## config.mk

```make
export PLATFORM = sky130hd
export DESIGN_NAME = jls_ctx_window
export DESIGN_NICKNAME = d
export VERILOG_FILES = /design/src/rtl/jls_pkg.sv /design/src/rtl/jls_line_buf.sv /design/src/rtl/jls_ctx_window.sv
export SDC_FILE = /design/constraint.sdc
export NUM_CORES = 2
export LEC_CHECK = 0
export CAP_MARGIN = 20
export CORE_MARGIN = 10
export CORE_UTILIZATION = 25
export CTS_CLUSTER_SIZE = 30
export DETAILED_ROUTE_END_ITERATION = 12
export PLACE_DENSITY = 0.47
export SYNTH_ARGS = -nofsm -noshare
export SYNTH_HDL_FRONTEND = slang
export SYNTH_SLANG_ARGS = --single-unit
```

## constraint.sdc

```tcl
create_clock -name clk -period 10.6 [get_ports clk]
set_clock_uncertainty 0.1 [all_clocks]
set_input_delay 2.12 -clock clk [delete_from_list [all_inputs] [get_ports clk]]
set_output_delay 2.12 -clock clk [all_outputs]
set_load 0.02 [all_outputs]
```

## src/rtl/jls_pkg.sv

```systemverilog
// Shared JPEG-LS definitions used by the context extractor and the context quantiser.
package jls_pkg;

  // Default pixel width for the JPEG-LS pipeline.
  localparam int JLS_DW_DEFAULT = 16;

  // Position of a pixel within its frame.
  typedef struct packed {
    logic first_row;
    logic first_col;
    logic last_col;
    logic last_pix;
  } jls_pos_flags_t;

  // A signed difference of two unsigned DW-bit pixels needs one extra bit.
  function automatic int grad_w(input int dw);
    return dw + 1;
  endfunction

endpackage

```

## src/rtl/jls_line_buf.sv

```systemverilog
// Previous-row line RAM: one write port and one combinational read port.
// The context stage reads one column ahead of the column it writes.
// The address space is rounded up to a power of two so that the address
// exactly covers the array. Entries at IMG_W and above are never addressed.
module jls_line_buf #(
  parameter int DW    = 16,
  parameter int DEPTH = 256,
  parameter int IW    = (DEPTH > 1) ? $clog2(DEPTH) : 1
) (
  input  logic          clk,
  input  logic          we,
  input  logic [IW-1:0] waddr,
  input  logic [DW-1:0] wdata,
  input  logic [IW-1:0] raddr,
  output logic [DW-1:0] rdata
);

  logic [DW-1:0] mem [0:(1 << IW) - 1];

  // Store the current pixel so that the next row sees it as its upper neighbour.
  always_ff @(posedge clk) begin
    if (we) begin
      mem[waddr] <= wdata;
    end
  end

  assign rdata = mem[raddr];

endmodule

```

## src/rtl/jls_ctx_window.sv

```systemverilog
// JPEG-LS causal-context extractor: for each pixel of a raster stream it
// presents Rx, its neighbours Ra/Rb/Rc/Rd (with the T.87 edge rules applied),
// the gradients D1..D3 and the position flags, through one registered stage.
module jls_ctx_window
  import jls_pkg::*;
#(
  parameter int DW    = JLS_DW_DEFAULT,
  parameter int IMG_W = 256,
  parameter int IMG_H = 256,
  parameter int AW    = $clog2(IMG_W) + 1
) (
  input  logic                  clk,
  input  logic                  rst,
  input  logic                  s_valid,
  output logic                  s_ready,
  input  logic                  s_sof,
  input  logic [DW-1:0]         s_data,
  output logic                  m_valid,
  input  logic                  m_ready,
  output logic [DW-1:0]         Rx,
  output logic [DW-1:0]         Ra,
  output logic [DW-1:0]         Rb,
  output logic [DW-1:0]         Rc,
  output logic [DW-1:0]         Rd,
  output logic [grad_w(DW)-1:0] D1,
  output logic [grad_w(DW)-1:0] D2,
  output logic [grad_w(DW)-1:0] D3,
  output logic                  first_row,
  output logic                  first_col,
  output logic                  last_col,
  output logic                  last_pix
);

  localparam int GW = grad_w(DW);
  // The row counter is sized from IMG_H so that tall frames cannot overflow it.
  localparam int RW = $clog2(IMG_H) + 1;
  localparam int IW = (IMG_W > 1) ? $clog2(IMG_W) : 1;
  localparam logic [AW-1:0] LAST_COL = AW'(IMG_W - 1);
  localparam logic [RW-1:0] LAST_ROW = RW'(IMG_H - 1);
  localparam bit ONE_COL = (IMG_W == 1);

  logic           xfer;
  logic [AW-1:0]  col_q;
  logic [AW-1:0]  eff_col;
  logic [RW-1:0]  row_q;
  logic [RW-1:0]  eff_row;
  jls_pos_flags_t pos;
  jls_pos_flags_t flags_q;

  // Upper-row window: above_b_q is the pixel above the next input, above_c_q
  // the one above-left. left_q is the previous input pixel. col0_ra_q is the
  // Ra presented for the most recent column-0 pixel, which becomes Rc for the
  // column-0 pixel of the following row.
  logic [DW-1:0]  above_b_q;
  logic [DW-1:0]  above_c_q;
  logic [DW-1:0]  left_q;
  logic [DW-1:0]  col0_ra_q;

  logic [IW-1:0]  wr_addr;
  logic [IW-1:0]  rd_addr;
  logic [DW-1:0]  rd_data;

  logic [DW-1:0]  nb_a;
  logic [DW-1:0]  nb_b;
  logic [DW-1:0]  nb_c;
  logic [DW-1:0]  nb_d;
  logic [GW-1:0]  d1;
  logic [GW-1:0]  d2;
  logic [GW-1:0]  d3;

  assign s_ready = !m_valid || m_ready;
  assign xfer    = s_valid && s_ready;

  // Position of the pixel now on the input; start-of-frame forces (0,0).
  always_comb begin
    eff_col = col_q;
    eff_row = row_q;
    if (s_sof) begin
      eff_col = '0;
      eff_row = '0;
    end
    pos.first_row = (eff_row == '0);
    pos.first_col = (eff_col == '0);
    pos.last_col  = (eff_col == LAST_COL);
    pos.last_pix  = (eff_col == LAST_COL) && (eff_row == LAST_ROW);
  end

  // Write the current column and read one column ahead for Rd. At the end of
  // a row the read wraps to word 0, which already holds this row's first pixel
  // and is exactly the Rb of the next row's first pixel.
  always_comb begin
    wr_addr = eff_col[IW-1:0];
    rd_addr = '0;
    if (!pos.last_col) begin
      rd_addr = IW'(eff_col + AW'(1));
    end
  end

  jls_line_buf #(
    .DW    (DW),
    .DEPTH (IMG_W)
  ) u_line_buf (
    .clk   (clk),
    .we    (xfer),
    .waddr (wr_addr),
    .wdata (s_data),
    .raddr (rd_addr),
    .rdata (rd_data)
  );

  // Neighbour selection with the edge rules; row 0 hides stale line-buffer data.
  always_comb begin
    nb_b = above_b_q;
    nb_a = left_q;
    nb_c = above_c_q;
    nb_d = rd_data;
    if (pos.first_row) begin
      nb_b = '0;
      nb_c = '0;
      nb_d = '0;
    end else begin
      if (pos.first_col) begin
        nb_c = col0_ra_q;
      end
      if (pos.last_col) begin
        nb_d = above_b_q;
      end
    end
    if (pos.first_col) begin
      nb_a = nb_b;
    end
    d1 = GW'(nb_d) - GW'(nb_b);
    d2 = GW'(nb_b) - GW'(nb_c);
    d3 = GW'(nb_c) - GW'(nb_a);
  end

  // Advance the raster position on every accepted pixel, wrapping at row and frame ends.
  always_ff @(posedge clk) begin
    if (rst) begin
      col_q <= '0;
      row_q <= '0;
    end else if (xfer) begin
      if (pos.last_col) begin
        col_q <= '0;
        row_q <= pos.last_pix ? '0 : eff_row + RW'(1);
      end else begin
        col_q <= eff_col + AW'(1);
        row_q <= eff_row;
      end
    end
  end

  // Slide the upper-row window along the row and reload it at the row wrap.
  // With a single column the line RAM is read and written at the same word,
  // so the next row's upper pixel is taken straight from the input.
  always_ff @(posedge clk) begin
    if (rst) begin
      above_b_q <= '0;
      above_c_q <= '0;
      left_q    <= '0;
      col0_ra_q <= '0;
    end else if (xfer) begin
      left_q <= s_data;
      if (pos.first_col) begin
        col0_ra_q <= nb_a;
      end
      if (pos.last_col) begin
        above_b_q <= ONE_COL ? s_data : rd_data;
      end else begin
        above_c_q <= above_b_q;
        above_b_q <= rd_data;
      end
    end
  end

  // Output stage: load on transfer, hold while the consumer stalls, drop valid once drained.
  always_ff @(posedge clk) begin
    if (rst) begin
      m_valid <= 1'b0;
      Rx      <= '0;
      Ra      <= '0;
      Rb      <= '0;
      Rc      <= '0;
      Rd      <= '0;
      D1      <= '0;
      D2      <= '0;
      D3      <= '0;
      flags_q <= '0;
    end else if (xfer) begin
      m_valid <= 1'b1;
      Rx      <= s_data;
      Ra      <= nb_a;
      Rb      <= nb_b;
      Rc      <= nb_c;
      Rd      <= nb_d;
      D1      <= d1;
      D2      <= d2;
      D3      <= d3;
      flags_q <= pos;
    end else if (m_ready) begin
      m_valid <= 1'b0;
    end
  end

  assign first_row = flags_q.first_row;
  assign first_col = flags_q.first_col;
  assign last_col  = flags_q.last_col;
  assign last_pix  = flags_q.last_pix;

endmodule

```

Word-level counts from Yosys, hierarchy flattened
Memory sizes are Yosys's and may differ from the RTL's.
Cells that the tools add are included.
{"block": "word_totals", "n_memories": 1, "ram_bits": 4096, "ff_bits": 202, "inputBits": 21, "elab_cells": 52, "out_inout_bits": 137}
{"block": "classes", "bitwise_logic": 1, "add_sub_neg": 5, "n_eq_ne": 2, "mux": 16, "n_reduce_logical": 9}
{"name": "u_line_buf.mem", "words": 256, "width": 16, "rd": 1, "rd_clocked_by_memory_dff": 0, "wr": 1, "line_no": "jls_line_buf.sv:18", "rtl": "logic [DW-1:0] mem [0:(1 << IW) - 1];"}
{"operator": "2-to-1 mux 16 bit", "n": 6}
{"operator": "subtractor 16 x 16 -> 17 bit", "n": 3}
{"operator": "2-to-1 mux 9 bit", "n": 5}
{"operator": "adder 9 x 1 -> 9 bit (second input constant)", "n": 2}
{"operator": "== test 9 x 8 -> 1 bit (second input constant)", "n": 2}
{"operator": "zero test 9 bit", "n": 2}
{"operator": "2-to-1 mux 8 bit", "n": 1}
{"operator": "2-to-1 mux 1 bit", "n": 4}
{"operator": "AND reduction 2 bit", "n": 2}
{"operator": "logical AND 1 bit", "n": 2}
{"operator": "nonzero test 2 bit", "n": 1}
{"operator": "zero test 1 bit", "n": 1}
{"operator": "logical OR 1 bit", "n": 1}
{"operator": "NOT 1 bit", "n": 1}

Logic depth before layout (Yosys ltp)
An unclocked memory read counts as a cell.
{"block": "depth", "word_depth": 7, "depth_mapped": 32, "depth_no_buf": 24}

Hierarchy
Synthesis repeated with hierarchy kept, for this count alone.
{"block": "hier_totals", "cells_unflattened": 8782, "area_unflattened_um2": 169099.7}
{"mod": "jls_line_buf", "area_each_um2": 158394.4, "cells_per_inst": 7344, "instances": 1, "seq_area_each_um2": 122998.0}
{"mod": "jls_ctx_window", "area_each_um2": 10705.3, "cells_per_inst": 1438, "instances": 1, "seq_area_each_um2": 4043.9}

Worst setup path before layout
Ideal clock, no wire load.
{"block": "synth_path", "path_type": "input to register", "start": "in s_sof", "end": "reg D1[16]", "arrival_ns": 8.202, "setup_slack_ns": 2.228, "required_time_ns": 10.430, "n_path_buf": 8, "stages": 30, "setup_time_ns": 0.070, "path_cell_list": "buf_4 clkbuf_1 clkbuf_1 clkbuf_1 nor2b_1 ha_1 clkbuf_1 inv_1 nor2_1 buf_2 buf_2 buf_1 nand3_1 a41oi_1 nor4_1 nand2_1 o311ai_0 a211oi_1 nor2_1 fa_1 a21o_1 a21o_1 a21o_1 a21o_1 a21oi_1 o21ai_0 o41ai_1 o21ai_0 or4_1 a21oi_1"}
{"block": "synth_between", "elab_chain_len": 7, "word_cells_on_any_way": 11, "classes_between": "add/sub (2); eq/ne (1); mux (6); reduce/logical (1); memory (1)"}
{"item": "start: declaration", "line_no": "jls_ctx_window.sv:16", "rtl": "input logic s_sof,"}
{"item": "2-to-1 mux 9 bit (*)", "line_no": "jls_ctx_window.sv:78", "rtl": "if (s_sof) begin"}
{"item": "adder 9 x 1 -> 9 bit / == test 9 x 8 -> 1 bit (equally long branches)"}
{"item": "2-to-1 mux 8 bit (*)", "line_no": "jls_ctx_window.sv:94", "rtl": "if (!pos.last_col) begin"}
{"item": "via rd_addr[1]", "line_no": "jls_ctx_window.sv:60", "rtl": "logic [IW-1:0] rd_addr;"}
{"item": "memory (256 x 16 bit) (*)"}
{"item": "2-to-1 mux 16 bit (*)", "line_no": "jls_ctx_window.sv:125", "rtl": "if (pos.last_col) begin"}
{"item": "2-to-1 mux 16 bit (*)", "line_no": "jls_ctx_window.sv:117", "rtl": "if (pos.first_row) begin"}
{"item": "via nb_d[1]", "line_no": "jls_ctx_window.sv:66", "rtl": "logic [DW-1:0] nb_d;"}
{"item": "subtractor 16 x 16 -> 17 bit (*)", "line_no": "jls_ctx_window.sv:132", "rtl": "d1 = GW'(nb_d) - GW'(nb_b);"}
{"item": "end signal: assignment", "line_no": "jls_ctx_window.sv:185", "rtl": "D1 <= '0;"}
{"item": "end signal: assignment", "line_no": "jls_ctx_window.sv:196", "rtl": "D1 <= d1;"}
{"item": "end: declaration", "line_no": "jls_ctx_window.sv:25", "rtl": "output logic [grad_w(DW)-1:0] D1,"}
The timed path passes the listed nets; every way through them passes the cells marked *.
A chain may end at the register's enable or synchronous reset.

Worst setup path in the final report
{"block": "layout_path", "start": "in s_sof", "end": "reg D1[16]"}
{"block": "layout_between", "elab_chain_len": 7, "word_cells_on_any_way": 11, "classes_between": "add/sub (2); eq/ne (1); mux (6); reduce/logical (1); memory (1)"}
{"item": "2-to-1 mux 9 bit", "line_no": "jls_ctx_window.sv:78"}
{"item": "adder 9 x 1 -> 9 bit / == test 9 x 8 -> 1 bit (equally long branches)"}
{"item": "2-to-1 mux 8 bit", "line_no": "jls_ctx_window.sv:94"}
{"item": "memory (256 x 16 bit)"}
{"item": "2-to-1 mux 16 bit", "line_no": "jls_ctx_window.sv:125"}
{"item": "2-to-1 mux 16 bit", "line_no": "jls_ctx_window.sv:117"}
{"item": "subtractor 16 x 16 -> 17 bit (*)", "line_no": "jls_ctx_window.sv:132"}
Mark *: on every way between the ends. The rest lies on a longest branch, timed or not.

==> summary.md <==
| Metric | Value |
|---|---|
| Status | `finished clean` |
| Clock root buffer | `clkbuf_16` |
| Startpoint Class | `primary input` |
| Final Critical Period | `9.22 ns` |
| Unrepaired setup endpoints after global routing | `no` |
| Total routed wirelength | `573,000 um` |
| Initial antenna violation count | `26` |
| Placed wire-length estimate | `345,000 um` |
| First-pass GRT wire length | `810,000 um` |
| DRT Pass-1 Iters | `8` |
| Num rows | `303` |
| Worst EP arrival | `10.07 ns` |
| Crit path required time | `11.45 ns` |
| Clock buffer depth | `4` |
| Maximum Capacitance Violations | `0` |
| CP max stage delay | `0.62 ns` |
| Min Hold Slack | `0.356 ns` |
| FFs w/ async S/R, synth | `0` |
| H-tree depth | `5` |
| Max Fclk | `108 MHz` |
| Syn avg cell area | `13.1 um^2` |
| First DRT Iteration DRCs | `11,900` |
| Critical path class | `primary input to register` |
| CP endpoint kind | `register` |
| Number of filler cells placed in the layout | `68,900` |
| Hold Path Class | `register to register` |
| Drt via density | `4.79` |
| FF+latch area | `0.127 mm^2` |
| Dpl cell area | `0.186 mm^2` |
| Die height | `845 um` |
| Initial Utilization | `0.250` |
| GRT overflow | `0` |
| Synth unique cells | `75` |
| Register bit total from synthesis | `4,298` |
| Area leader, netlist | `edfxtp_1` |
| Clock sink count | `4,298` |
| # resized after CTS | `0` |
| Multi-input gate area | `0.0397 mm^2` |
| GRT Total Usage | `0.153` |
| DIE WIDTH | `845 um` |
| Clock Latency Late Sink | `1.03 ns` |
| Vias in the first global route | `103,000` |
| Synth Flop Type | `edfxtp_1` |
| NumNets Final | `13,400` |
| Post-synthesis sequential area ratio | `0.746` |
| Crit Path Max Fanout | `19` |
| Vias post-DR | `109,000` |
| I/O Buffers | `157` |
| CTS buffer count | `459` |
| Headroom to the max-slew limit | `0.190` |
| Post-synth EDFFs | `4,096` |
| Final WS setup | `1.38 ns` |
| Syn. warnings | `0` |
| Post-place setup slack | `0.503 ns` |
| Wire per inst | `25.2 um` |
| Commonest non-fill, non-tap cell in the layout | `edfxtp_1` |
| Final period utilization | `0.870` |
| Leak pwr | `65.3 nW` |
| Most used cell, CP | `buf_4` |
| Setup TNS | `0 ns` |
| Area Overhead vs Synth | `17.6%` |
| Leading cell types in the layout, fill and taps excluded | `edfxtp_1 (4,096), nand2_1 (3,728), nand3_1 (1,598)` |
| Power per Cell Area | `177 mW/mm^2` |
| IO Pins | `158` |
| GPL Wtd Cong | `0.822` |
| Final core utilization | `0.295` |
| Die area | `0.715 mm^2` |
| Drt drc | `0` |
| Layout cells sized above 1 | `0.107` |
| CP max stage cell | `ha_1` |
| Post CTS Setup Buffer Count | `0` |
| Synth top area cells | `edfxtp_1 (72%), nand2_1 (8.2%), nand3_1 (4.7%), dfxtp_1 (2.4%), mux2i_1 (1.7%)` |
| Syn Std Cell Area | `0.170 mm^2` |
| Top cell type's share of synthesized area | `0.722` |
| Post-CTS Hold Fix Bufs | `0` |
| Pin count of the biggest net entering global routing | `146` |
| CTS tree | `yes` |
| Core Area | `0.680 mm^2` |
| DRT antenna net count | `0` |
| Post-layout instance area | `0.200 mm^2` |
| Final Slew Violations | `0` |
| VDD IR max | `0.160 mV` |
| Final Hold Fails | `0` |
| Clk pin slew, worst setup/hold paths | `0.06 ns` |
| Setup violators final | `0` |
| Synth Net Count | `13,000` |
| Cell count after synthesis | `13,000` |
| Worst Max-Slew Pin Slew | `1.20 ns` |
-- cells in the mapped netlist, types with 42 or more instances --
cell          n
a21oi_1     193
o21ai_0      43
a21o_1       51
ha_1         54
nor2_1      468
a41oi_1     327
edfxtp_1   4096
mux2i_1     297
nor4_1       85
buf_4        42
o2111ai_1    48
o311ai_0     47
buf_1       110
nor3_1       66
nand2_1    3743
inv_1       102
clkbuf_1    269
a32oi_1     203
buf_2       441
dfxtp_1     202
a31oi_1     126
nand3_1    1599
-- registers in the layout (all words and copies together) (netlist names), 9 cells and up --
signal / count
D1: 17
D2: 17
D3: 17
Ra: 16
Rb: 16
Rc: 16
Rd: 16
Rx: 16
above_b_q: 16
above_c_q: 16
col0_ra_q: 16
col_q: 9
row_q: 9
u_line_buf.mem: 4096
-- per-stage QoR --
stage | total power [mW] | std cells
2_1_floorplan | 19.7 | 13000
3_3_place_gp | 20.6 | 21800
3_5_place_dp | 20.6 | 21900
4_1_cts | 35.8 | 22700
5_1_grt | 36.6 | 22700
6_report | 35.5 | 22700
-- layer usage --
| metal | GRT usage | part of all wire |
|---|---|---|
| met5 | 0 | 0.000014 |
| met4 | 0.0456 | 0.034 |
| met3 | 0.0214 | 0.061 |
| met2 | 0.246 | 0.46 |
| met1 | 0.214 | 0.44 |
-- where the power goes --
group	internal, mW	switching [mW]	leakage, nW
Combinational	0.369	1.19	20.0
Sequential	18.6	0.0228	38.4
Clock	8.53	6.79	6.83
Total	27.5	8.01	65.3
-- worst max-delay path: cells and delay by family --
family	cells	cell delay, ns
AOI/OAI and AO/OA	13	2.83
and+or+nand+nor	5	1.84
buffers and inverters	8	1.70
adders and majority gates	3	1.20
xor gates and xnor gates	1	0.32
-- worst paths after layout --
kind	startpoint	endpoint	slack, ns	cells after the start
max	s_sof	D1[16]	1.38	30
min	first_row	first_row	0.36	2
max reg2reg	col_q[1]	D1[16]	2.30	29
min reg2reg	first_row	first_row	0.36	2
-- cell type report --
cell class / instances / area share
antenna: 8 / 0.0000999
clock buffer: 609 / 0.0609
clock inverter: 236 / 0.00921
inverter: 104 / 0.00195
multi-input combinational: 7698 / 0.198
sequential: 4298 / 0.634
tap: 8997 / 0.0562
timing repair buffer: 777 / 0.0392
-- cells by family after synthesis --
kind of cell               count (synthesis)  share of synthesized area
DFF                                     4298                      0.746
AOI/OAI and AO/OA                       1241                     0.0557
muxes                                    297                     0.0175
buffers and inverters                    968                     0.0256
adders and majority gates                 57                    0.00432
xor gates and xnor gates                  25                    0.00137
and+or+nand+nor                         6078                      0.150
(Power assumes the default switching activity.)
